`src/rtl/axi_ad9652_pack.sv`:
```
// Packs the two AD9652 16-bit channel streams into 64-bit words and queues them for the DMA.
// Optional AXI_AD9652_PACK_OVF_COUNT_EN adds a saturating ovf_count output.
module axi_ad9652_pack #(
  parameter int FIFO_ADDR_WIDTH = 2
) (
  input  logic        adc_clk,
  input  logic        adc_rstn,
  input  logic        adc_valid_0,
  input  logic        adc_enable_0,
  input  logic [15:0] adc_data_0,
  input  logic        adc_valid_1,
  input  logic        adc_enable_1,
  input  logic [15:0] adc_data_1,
  output logic        adc_dovf,
`ifdef AXI_AD9652_PACK_OVF_COUNT_EN
  output logic [15:0] ovf_count,
`endif
  output logic        dma_valid,
  output logic [63:0] dma_data,
  input  logic        dma_ready
);

  localparam int DEPTH = 1 << FIFO_ADDR_WIDTH;

  logic [1:0]                 mask;
  logic [1:0]                 mask_q;
  logic                       mask_chg;
  logic                       both;
  logic                       beat;
  logic [1:0]                 pos;
  logic [1:0]                 pos_eff;
  logic [63:0]                partial;
  logic [63:0]                word_next;
  logic [15:0]                sel_data;
  logic                       last;
  logic                       push_req;
  logic                       push;
  logic                       pop;
  logic                       full;
  logic                       empty;
  logic [FIFO_ADDR_WIDTH:0]   wr_ptr;
  logic [FIFO_ADDR_WIDTH:0]   rd_ptr;
  logic [63:0]                mem [DEPTH];

  assign mask     = {adc_enable_1, adc_enable_0};
  assign mask_chg = (mask != mask_q);
  assign both     = (mask == 2'b11);
  assign beat     = (mask != 2'b00) && (adc_valid_0 || !adc_enable_0) && (adc_valid_1 || !adc_enable_1);
  assign sel_data = adc_enable_1 ? adc_data_1 : adc_data_0;

  // A mask change restarts packing; the beat of that cycle lands in lane 0 of a fresh word.
  always_comb begin
    pos_eff   = mask_chg ? 2'd0 : pos;
    word_next = mask_chg ? 64'd0 : partial;
    if (both) begin
      if (pos_eff[0]) word_next[63:32] = {adc_data_1, adc_data_0};
      else            word_next[31:0]  = {adc_data_1, adc_data_0};
    end else begin
      case (pos_eff)
        2'd0:    word_next[15:0]  = sel_data;
        2'd1:    word_next[31:16] = sel_data;
        2'd2:    word_next[47:32] = sel_data;
        default: word_next[63:48] = sel_data;
      endcase
    end
    last = both ? pos_eff[0] : (pos_eff == 2'd3);
  end

  assign empty    = (wr_ptr == rd_ptr);
  assign full     = (wr_ptr[FIFO_ADDR_WIDTH] != rd_ptr[FIFO_ADDR_WIDTH]) &&
                    (wr_ptr[FIFO_ADDR_WIDTH-1:0] == rd_ptr[FIFO_ADDR_WIDTH-1:0]);
  assign dma_valid = !empty;
  assign dma_data  = mem[rd_ptr[FIFO_ADDR_WIDTH-1:0]];
  assign pop       = dma_valid && dma_ready;
  assign push_req  = beat && last;
  // A pop on the same edge frees the slot, so a full FIFO can still accept the word.
  assign push      = push_req && (!full || pop);
  assign adc_dovf  = push_req && full && !pop;

  always_ff @(posedge adc_clk or negedge adc_rstn) begin
    if (!adc_rstn) begin
      mask_q  <= 2'b00;
      pos     <= 2'd0;
      partial <= 64'd0;
    end else begin
      mask_q <= mask;
      if (beat) begin
        if (last) begin
          pos     <= 2'd0;
          partial <= 64'd0;
        end else begin
          pos     <= pos_eff + 2'd1;
          partial <= word_next;
        end
      end else if (mask_chg) begin
        pos     <= 2'd0;
        partial <= 64'd0;
      end
    end
  end

  always_ff @(posedge adc_clk or negedge adc_rstn) begin
    if (!adc_rstn) begin
      wr_ptr <= '0;
      rd_ptr <= '0;
      for (int i = 0; i < DEPTH; i++) mem[i] <= 64'd0;
    end else begin
      if (push) begin
        mem[wr_ptr[FIFO_ADDR_WIDTH-1:0]] <= word_next;
        wr_ptr <= wr_ptr + 1'b1;
      end
      if (pop) rd_ptr <= rd_ptr + 1'b1;
    end
  end

`ifdef AXI_AD9652_PACK_OVF_COUNT_EN
  always_ff @(posedge adc_clk or negedge adc_rstn) begin
    if (!adc_rstn) begin
      ovf_count <= 16'd0;
    end else if (mask_chg) begin
      ovf_count <= 16'd0;
    end else if (adc_dovf && (ovf_count != 16'hFFFF)) begin
      ovf_count <= ovf_count + 16'd1;
    end
  end
`endif

endmodule
```
`config.mk`:
```
export PLATFORM = sky130hd
export DESIGN_NAME = axi_ad9652_pack
export DESIGN_NICKNAME = d
export VERILOG_FILES = /design/src/rtl/axi_ad9652_pack.sv
export SDC_FILE = /design/constraint.sdc
export NUM_CORES = 1
export LEC_CHECK = 0
export ABC_AREA = 1
export ABC_CLOCK_PERIOD_IN_PS = 2350
export CAP_MARGIN = 20
export CORE_ASPECT_RATIO = 1.1
export CORE_MARGIN = 1
export CORE_UTILIZATION = 60
export DETAILED_ROUTE_END_ITERATION = 8
export PLACE_DENSITY = 0.77
export SLEW_MARGIN = 20
export SYNTH_ARGS = -nofsm -noshare
export SYNTH_HDL_FRONTEND = slang
export SYNTH_SLANG_ARGS = --single-unit
```
`constraint.sdc`:
```
create_clock -name adc_clk -period 2.35 [get_ports adc_clk]
set_input_delay 0.3525 -clock adc_clk [delete_from_list [all_inputs] [get_ports adc_clk]]
set_output_delay 0.3525 -clock adc_clk [all_outputs]
set_load 0.005 [all_outputs]
```
==> Word-level counts from Yosys, hierarchy flattened <==
Index checks and enable logic that the tools add are counted.
{ "totals": {"regBits": 330, "input_bits": 39, "output_inout_bits": 66, "word_cells": 66} }
{ "classes": {"n_addsub": 3, "order_cmp": 3, "eq_ne": 8, "muxes": 21, "bitwise": 2, "reduce_logical": 20} }
{ "op_table": {"columns": ["op", "count"], "rows": [
  ["2-to-1 mux 64 bit", 7],
  ["bitwise mux 256 bit", 1],
  ["binary-select mux 64 bit (select 2 bit)", 1],
  ["demux 64 bit (select 2 bit)", 1],
  ["2-to-1 mux 16 bit", 5],
  ["2-to-1 mux 32 bit", 2],
  ["logical AND 1 bit", 9],
  ["adder 3 x 1 -> 3 bit (second input constant)", 2],
  ["equality test 2 bit (second input constant)", 3],
  ["greater-or-equal comparator 3 bit (second input constant)", 2],
  ["2-to-1 mux 2 bit", 3],
  ["inverter 2 -> 3 bit", 2],
  ["zero test 1 bit", 5],
  ["equality test 3 bit", 1],
  ["logical OR 1 bit", 3],
  ["< comparator 3 x 1 -> 1 bit (second input constant)", 1],
  ["OR reduction 3 bit", 1],
  ["adder 2 x 1 -> 2 bit (second input constant)", 1],
  ["equality test 2 x 1 -> 1 bit (second input constant)", 1],
  ["equality test 2 bit", 1],
  ["zero test 2 bit", 1],
  ["inequality test 2 bit", 1],
  ["nonzero test 2 bit", 1],
  ["2-to-1 mux 1 bit", 1],
  ["inequality test 1 bit", 1]
]} }

==> Logic depth before layout (Yosys ltp) <==
{ "depth": {"depth_word": 8, "ltp_mapped": 13} }

==> Worst setup path before layout <==
No wires, ideal clock.
{ "synth_timing": {"path_kind": "register -> output", "startpoint": "reg rd_ptr[0]", "endpoint": "out dma_data[54]", "arrival_ns": 1.486, "required_ns": 1.997, "setup_slack_ns": 0.512, "stages_incl_launch_ff": 7, "path_cell_list": "dfrtp_1 > clkbuf_1 > inv_1 > clkbuf_1 > clkbuf_1 > nor2_1 > o22ai_1"} }
{ "synth_via": {"elab_chain_cells": 4} }
{ "synth_lines": {"columns": ["item", "line_no", "text"], "rows": [
  ["from (decl)", "42", "logic [FIFO_ADDR_WIDTH:0] rd_ptr;"],
  ["from (signal assigned)", "112", "if (pop) rd_ptr <= rd_ptr + 1'b1;"],
  ["inverter 2 -> 3 bit (implied by the code)", "73", "assign dma_data = mem[rd_ptr[FIFO_ADDR_WIDTH-1:0]];"],
  ["binary-select mux 64 bit (select 2 bit)", "73", null],
  ["2-to-1 mux 64 bit (implied by the code) (2 in series)", "73", null],
  ["to (decl)", "19", "output logic [63:0] dma_data,"]
]} }
Every way passes these cells. The select of a mux whose other input is x is not followed.

==> Final worst setup path <==
{ "layout_timing": {"startpoint": "reg rd_ptr[0]", "endpoint": "reg mem[216] in the netlist's numbering"} }
{ "layout_via": {"elab_chain_cells": 5, "word_cells_on_any_way": 8, "classes_between": "2 x eq/ne; 6 x reduce/logical"} }
{ "layout_lines": {"columns": ["item", "line_no", "text"], "rows": [
  ["equality test 3 bit / equality test 2 bit (equally long branches)", "69, 71", null],
  ["zero test 1 bit / logical AND 1 bit (equally long branches)", "72, 70", null],
  ["logical AND 1 bit / zero test 1 bit (equally long branches)", "74, 77", null],
  ["logical OR 1 bit *", "77", "assign push = push_req && (!full || pop);"],
  ["logical AND 1 bit *", "77", null],
  ["to (signal, indexed assignment)", "109", "mem[wr_ptr[FIFO_ADDR_WIDTH-1:0]] <= word_next;"],
  ["to (decl)", "43", "logic [63:0] mem [DEPTH];"]
]} }
Mark *: on every way between the ends. The rest lies on a longest branch, timed or not.
A chain may end at the register's enable or synchronous reset.

==> impl_metrics.toml <==
[power]
power_frac_seq = 0.312
share_comb_of_total_power = 0.416
power_density_nw_per_um2 = 952
p_switching_mw = 7.83
vdd_ir_drop_max_mv = 0.808
pwr-share-clk = 0.273
power_switching_share = 0.367
leakage_nw = 12.3
internal-power_mw = 13.5

[final_layout]
fin_area_um2 = 22400
final_cell_mix = "nand2_1, dfrtp_1, nor2_1, buf_4, nand3_1"
final-seq-area_um2 = 8260
layout_commonest_cell = "nand2_1"
drive_above_1_share = 0.134
fin_nets = 2788
multi_input_area_um2 = 8300
fill_cells = 2010
area_delta_synth_final_pct = 27.6

[detailed_routing]
first_iter_violations = 2623
drc = 0
firstDrtPassIters = 6
vias = 18981
wire_per_inst_um = 20.8
wl_um = 65300
viasPerCell = 6.05
ant_nets = 0

[sta]
hold_violations = 0
slew_headroom = 0.477
worstMarginPinSlew_ns = 0.785
fmax_mhz = 400
period_share = 1.06
timing.hold.ws_ns = 0.364
rsz0062_at_grt = "true"
fin_worst_skew_ns = 0.0217
finalWorstSetupSlack_ns = -0.152
setup_viol_count_final = 142
slew_violations = 0
fin_crit_ns = 2.50
tns_ns = -9.94

[global_routing]
antenna_found_initial = 1
grt_pass1_vias = 17577
groute.usage.overall = 0.411
grt_pass1_wl_um = 95100
overflow = 0
grt_start_max_net_pins = 65

[floorplanning]
core_area_um2 = 28700
rows = 65
initial_utilization = 0.612
io_pins = 105
die_h_um = 181
dieArea_um2 = 30000
die_w_um = 165

[clock_tree]
root_buffer = "clkbuf_16"
numCtsBuffers = 36
cts_tree = "yes"
clkLatencyLatePin_ns = 0.53
clock_path_buffers = 3
clock_sinks = 330
cts_max_level = 2
clk_pin_slew_worst_paths_ns = 0.06

[yosys]
ys_top_cells_by_area = "dfrtp_1, nand2_1, o21ai_0, nand3_1, nor2_1"
synth_top_cell_by_area = "dfrtp_1"
syn_nets = 2599
postSynthCellCount = 2555
synth_cell_types = 30
synth-seq-area-share = 0.470
ys_warn_count = 0
synthFlopType = "dfrtp_1"
synth-edff-count = 0
syn_area_per_cell_um2 = 6.87
synth_top_area_share = 0.470
yosys_register_bits = 330
synthArstFlopShare = 1.00
synth_area_um2 = 17600

[worst_setup_path]
worstSetupPathType = "flop to flop"
r2r_start = "rd_ptr[0]"
reg2reg_depth = 13
cp-end-kind = "flop"
required_ns = 2.80
cp_max_fo = 11
regToRegSetupSlack_ns = -0.15
arrival_ns = 2.95
critical_path.startpoint_type = "flop"
rr_endpoint = "mem[216]"

[place]
port_buffers = 104
routabilityCongestion = 1.07
dp_hpwl_um = 37000
place_area_um2 = 20100

[worst_hold_path]
hold_class = "input pin to asynchronous set/reset pin"

[flow_run]
cap_viol_max_count = 0

[run_status]
status = "complete, but fails checks"
violations = "setup timing"
## through the flow
step,power [mW],util,worst slack [ns],instances
2_1_floorplan,10.2,-,0.512,2555
3_3_place_gp,13.5,0.701,-0.125,3013
3_5_place_dp,13.7,0.701,-0.163,3013
4_1_cts,20.4,0.760,-0.243,3102
5_1_grt,22.1,0.781,-0.191,3138
6_report,21.3,0.781,-0.152,3139
## cell families after synthesis
| family | Yosys count | share of synthesized area |
|---|---|---|
| buffers and inverters | 288 | 0.0666 |
| adder cells (fa/ha/maj) | 5 | 0.00356 |
| AND/OR/NAND/NOR | 1695 | 0.383 |
| flip-flops | 330 | 0.470 |
| XOR/XNOR | 7 | 0.00349 |
| AO/OA/AOI/OAI | 230 | 0.0729 |
## worst max-delay path by stage
stage                 start            to  slack [ns]  depth (start not counted)
6_report          rd_ptr[0]      mem[216]       -0.15                         13
5_1_grt           rd_ptr[0]      mem[216]       -0.19                         13
4_1_cts           rd_ptr[0]  dma_data[41]       -0.24                          5
3_5_place_dp   adc_enable_0       mem[84]       -0.16                         12
3_3_place_gp   adc_enable_0       mem[87]       -0.13                         12
2_1_floorplan     rd_ptr[0]  dma_data[54]        0.51                          6
## what timing repair did
action                                 CTS  global route
pin swaps                               13            12
gates cloned                            11            20
hold buffers                             1             0
setup endpoints to repair               66           318
endpoints found under the hold margin   48             0
setup buffers                           13            18
gates resized for setup                127           136
## state kept, by name, indices dropped and copies added (netlist names)
name     count
mem        256
partial     64
rd_ptr       3
wr_ptr       3
mask_q       2
pos          2
## power by group through the flow
stage | clock network [mW] | logic (mW) | registers [mW]
after floorplan | 0 | 3.64 | 6.57
after global placement | 0 | 6.88 | 6.67
after detailed placement | 0 | 6.97 | 6.68
after CTS | 5.83 | 7.94 | 6.61
after global routing | 6.04 | 9.33 | 6.70
final | 5.82 | 8.87 | 6.65
## Yosys cell counts, types with 3 or more instances
cell	instances
o211ai_1	16
xnor2_1	3
buf_1	10
nand4_1	53
nand3_1	129
nand2_1	1336
o22ai_1	64
nor2_4	4
inv_2	3
xor2_1	4
buf_6	5
inv_1	109
ha_1	5
nand3_2	3
buf_2	35
o21ai_0	145
clkbuf_1	122
nor2_1	164
dfrtp_1	330
## critical path: stages (launching register included)
cell and delay (ns):
dfrtp_4 0.51, xor2_1 0.18, a21oi_2 0.18, nand2_2 0.08, buf_4 0.13, buf_4 0.12
buf_4 0.12, buf_4 0.13, buf_4 0.15, nand4_1 0.28, buf_12 0.23, buf_12 0.15
nand2_1 0.07, nand2_1 0.10
## area by class of cell
cell class | instances | area share
Clock buffer | 55 | 0.0474
Clock inverter | 9 | 0.00592
Tap cell | 368 | 0.0205
Sequential cell | 330 | 0.369
Antenna cell | 1 | 0.000112
Multi-Input combinational cell | 1937 | 0.370
Inverter | 114 | 0.0204
Timing Repair Buffer | 325 | 0.167
## routing by layer
layer | track usage | vias to the layer above | share of wire
met5 | 0 | - | 0
met4 | 0.184 | 0 | 0.063
met3 | 0.0681 | 286 | 0.12
met2 | 0.644 | 1346 | 0.45
met1 | 0.559 | 8925 | 0.37
li1 | - | 8424 | -
Note: power is estimated with default switching activity, not from simulation.
